## config.mk

```make
export PLATFORM = sky130hd
export DESIGN_NAME = pwm_peripheral
export DESIGN_NICKNAME = d
export VERILOG_FILES = /design/src/rtl/pwm_peripheral.sv
export SDC_FILE = /design/constraint.sdc
export NUM_CORES = 1
export LEC_CHECK = 0
export BUFFER_PORTS_ARGS = -buffer_cell sky130_fd_sc_hd__buf_2
export CORE_MARGIN = 5
export CORE_UTILIZATION = 45
export CTS_BUF_LIST = sky130_fd_sc_hd__clkbuf_8
export CTS_CLUSTER_DIAMETER = 80
export CTS_CLUSTER_SIZE = 8
export DETAILED_ROUTE_END_ITERATION = 6
export HOLD_SLACK_MARGIN = 0.1
export PLACE_DENSITY = 0.77
export SYNTH_ARGS = -nofsm -noshare
export SYNTH_HDL_FRONTEND = slang
export SYNTH_SLANG_ARGS = --single-unit
```

## constraint.sdc

```tcl
create_clock -name clk -period 3.4 [get_ports clk]
set_input_delay 0 -clock clk [delete_from_list [all_inputs] [get_ports clk]]
set_output_delay 0 -clock clk [all_outputs]
set_load 0.1 [all_outputs]
```

## src/rtl/pwm_peripheral.sv

```systemverilog
// 16-pin output driver: each pin is held low, driven high, or driven by one shared PWM waveform.
// Optional macro PWM_DUTY_SHADOW_EN makes duty changes take effect only at period boundaries.
module pwm_peripheral #(
  parameter int unsigned CLK_DIV = 13
) (
  input  logic        clk,
  input  logic        rst,
  input  logic [7:0]  en_reg_out_7_0,
  input  logic [7:0]  en_reg_out_15_8,
  input  logic [7:0]  en_reg_pwm_7_0,
  input  logic [7:0]  en_reg_pwm_15_8,
  input  logic [7:0]  pwm_duty_cycle,
  output logic [15:0] out,
  output logic        period_tick
);

  localparam int unsigned CNT_W   = 8;
  localparam int unsigned PIN_W   = 16;
  localparam logic [CNT_W-1:0] PRE_LAST = CNT_W'(CLK_DIV - 1);
  localparam logic [CNT_W-1:0] CNT_LAST = {CNT_W{1'b1}};

  logic [CNT_W-1:0] pre_cnt;
  logic [CNT_W-1:0] pwm_cnt;
  logic [CNT_W-1:0] duty_eff;
  logic             step;
  logic             pwm_sig;
  logic [PIN_W-1:0] en_out;
  logic [PIN_W-1:0] en_pwm;
  logic [PIN_W-1:0] out_nxt;

  assign en_out = {en_reg_out_15_8, en_reg_out_7_0};
  assign en_pwm = {en_reg_pwm_15_8, en_reg_pwm_7_0};
  assign step   = (pre_cnt == PRE_LAST);

  // Free-running prescaler and period counter; pwm_cnt wraps 255->0 on its own.
  always_ff @(posedge clk) begin
    if (rst) begin
      pre_cnt <= '0;
      pwm_cnt <= '0;
    end else begin
      pre_cnt <= step ? '0 : pre_cnt + CNT_W'(1);
      if (step) begin
        pwm_cnt <= pwm_cnt + CNT_W'(1);
      end
    end
  end

`ifdef PWM_DUTY_SHADOW_EN
  // Shadow duty reloads on the last step of a period so every period is whole.
  always_ff @(posedge clk) begin
    if (rst) begin
      duty_eff <= '0;
    end else if (step && (pwm_cnt == CNT_LAST)) begin
      duty_eff <= pwm_duty_cycle;
    end
  end
`else
  assign duty_eff = pwm_duty_cycle;
`endif

  // Full-scale duty is forced high so 0xFF never dips for one step.
  assign pwm_sig = (duty_eff == CNT_LAST) || (pwm_cnt < duty_eff);

  assign out_nxt = (en_out & ~en_pwm) | (en_out & en_pwm & {PIN_W{pwm_sig}});

  always_ff @(posedge clk) begin
    if (rst) begin
      out         <= '0;
      period_tick <= 1'b0;
    end else begin
      out         <= out_nxt;
      period_tick <= (pre_cnt == '0) && (pwm_cnt == '0);
    end
  end

endmodule

```

==> summary.md <==
| Metric | Value |
|---|---|
| Outcome | `complete, no violations` |
| Clock sink count | `33` |
| Total gr overflow | `0` |
| Final hold vios | `0` |
| Drt pass-1 iters | `4` |
| TritonCTS clock tree | `done` |
| Core Rows | `21` |
| Dpl hpwl | `around 2400 µm` |
| Core area | `around 3300 µm²` |
| Synth Warn # | `0` |
| First-pass GRT wire length | `~7700 µm` |
| Die W | `just under 70 µm` |
| DRC viols | `0` |
| Routed Antenna Nets | `0` |
| Arrival @ worst endpoint | `roughly 3.0 ns` |
| GP Congestion | `a little under 0.9` |
| Worst Setup End Kind | `flip-flop` |
| Die area | `4630 µm²` |
| DR WL/cell | `~16 µm` |
| Setup TNS | `0 ns` |
| Crit path max-delay cell type | `o32ai_2` |
| N_diodes | `0` |
| Max_cap viols | `0` |
| R2R depth | `6` |
| Initial DRC count | `slightly below 50` |
| Overall power | `about 900 µW` |
| Count of cell types in the netlist | `34` |
| Least-Margin Pin Slew | `a little over 1 ns` |
| Synth Cell Area | `approximately 1500 µm²` |
| LEAKAGE | `roughly 1.1 nW` |
| Layout cells sized above 1 | `between 20% and 30%` |
| Syn_area_per_cell | `around 9.3 µm²` |
| Final setup vio count | `0` |
| Layout area overhead | `49.0%` |
| Final min period | `~2.8 ns` |
| Total number of vias | `approximately 1,600` |
| CP peak stage delay | `0.90 ns` |
| GR Util All Layers | `around a quarter` |
| Clock Root Buffer | `clkbuf_8` |
| Fill cell count | `between 200 and 300` |
| Clk_skew | `between 0.01 and 0.015 ns` |
| # resized after CTS | `0` |
| Sequential cell area | `661 µm²` |
| Syn_nets | `approximately 220` |
| Mapped Cells | `164` |
| Fin crit share | `~83%` |
| Power density over the cells | `399 nW/µm²` |
| Clock transition at path regs | `about 0.08 ns` |
| Layout Nets | `between 300 and 400` |
| Routed WL | `between 4000 and 5000 µm` |
| Crit Path Class | `reg2reg` |
| H-tree level count | `2` |
| Hold WC Path Type | `reg2reg` |
| Average vias per placed instance | `approximately 5.2` |
| Number of global-route vias before repair | `between 1,500 and 2,000` |
| Worst-Skew Late Latency | `~0.30 ns` |
| Crit Path Max Fanout | `16` |
| Clock Path Buffers | `2` |
| Commonest non-fill, non-tap cell in the layout | `buf_2` |
| WP data required | `about 3.6 ns` |
| Largest net degree at the start of global routing | `27` |
| #FFs+latches synth | `33` |
| Initial Util | `a little under half` |
| RSZ-0062 raised after global routing | `no` |
| CP cell instances | `ha_1 > and4_1 > o21ai_0 > o32ai_2 > a21oi_1 > dlygate4sd3_1` |
| Worst hold slack | `0.485 ns` |
| CTS Buf Count | `5` |
| Slew headroom | `31.0%` |
| Worst VDD drop | `~0.00031 V` |
| Critical Path Source Type | `flip-flop` |
| Min-Delay Path Depth | `1` |
| Die H | `between 60 and 70 µm` |
| Most frequent cells in the layout | `buf_2, dlygate4sd3_1, dfxtp_1` |
| Final Slew Violations | `0` |
| Port Buffers | `58` |
| Fmax | `0.356 GHz` |
| Antenna violations before repair | `0` |
| Sequential-to-total area share from yosys stat | `roughly 44%` |
| Ports | `between 50 and 60` |
| Area occupied by multi-input gates | `between 700 and 800 µm²` |
[what timing repair did]
item | in CTS | in global routing
hold buffers | 33 | 0
setup buffers | 0 | 0
endpoints found under the hold margin | 17 | 0
[power by group]
| group | internal (mW) | switching, mW | leakage, nW |
|---|---|---|---|
| Combinational | 0.0661 | 0.131 | 0.790 |
| Clock | 0.141 | 0.158 | 0.0439 |
| Sequential | 0.401 | 0.00636 | 0.271 |
[state kept, by name, indices dropped and copies added (netlist names)]
signal / count
out: 16
pwm_cnt: 8
pre_cnt: 8
period_tick: 1
[stage by stage]
stage	cell area (µm²)	worst slack (ns)	util, %	cells
after CTS	2260	0.730	68.3	304
after global routing	2260	0.425	68.3	304
after floorplan	1520	1.70	-	164
after global placement	1840	1.33	55.7	263
final	2260	0.590	68.3	304
after detailed placement	1840	1.27	55.7	263
[layer usage]
| metal | up-vias | track usage (%) | share of wire [%] |
|---|---|---|---|
| met5 | - | 0 | 0 |
| met4 | 0 | 15.4 | 4.4 |
| met3 | 21 | 12.6 | 11 |
| met2 | 86 | 38.0 | 48 |
| met1 | 736 | 23.0 | 36 |
| li1 | 749 | - | - |
[kinds of logic after synthesis]
logic type,synth area share [%]
adder cells (fa/ha/maj),9.07
AO/OA/AOI/OAI,12.7
AND/OR/NAND/NOR,24.2
XOR/XNOR,5.19
multiplexers,0.660
buffers and inverters,4.62
flip-flops,43.5
[area by class of cell]
class | count | area share [%]
Sequential cell | 33 | 29.2
Multi-Input combinational cell | 113 | 34.8
Tap cell | 46 | 2.55
Clock inverter | 3 | 0.775
Clock buffer | 5 | 3.04
Timing Repair Buffer | 91 | 27.4
Inverter | 13 | 2.16
[critical path, delay by kind of cell (launching register included)]
family,cells,cell delay [ns]
and+or+nand+nor,1,0.18
buffers and inverters,1,0.63
adders and majority gates,1,0.30
AOI/OAI and AO/OA,3,1.20
DFF,1,0.38
[path summary, 6_finish.rpt]
check / endpoint / start / slack [ns]
max: out[7]$_SDFF_PP0_ / pwm_cnt[4]$_SDFFE_PP0P_ / 0.59
min: pre_cnt[0]$_SDFF_PP0_ / pre_cnt[0]$_SDFF_PP0_ / 0.48
max reg2reg: out[7]$_SDFF_PP0_ / pwm_cnt[4]$_SDFFE_PP0P_ / 0.59
min reg2reg: pre_cnt[0]$_SDFF_PP0_ / pre_cnt[0]$_SDFF_PP0_ / 0.48
[cells in the mapped netlist (all sizes together)]
cell type	number	area, µm²
nor2	14	52.6
o21a	2	15.0
nor3	1	5.00
a21oi	20	100
xnor2	2	17.5
nand3	3	27.5
dfxtp	33	661
a2111oi	1	8.76
or4b	1	10.0
nand2	5	18.8
and3	2	12.5
o21ba	1	10.0
or2b	1	7.51
or4	3	22.5
or3	1	6.26
o21ai	2	10.0
and2	1	6.26
nand2b	17	106
xor2	7	61.3
nor4	2	27.5
or2	2	12.5
nand4	7	43.8
clkbuf	3	11.3
o31ai	2	15.0
and4	1	8.76
o32ai	1	16.3
a21o	1	7.51
buf	2	10.0
a41o	1	10.0
inv	13	48.8
ha	11	138
mux2i	1	10.0
Power figures use the tool's default switching activity.
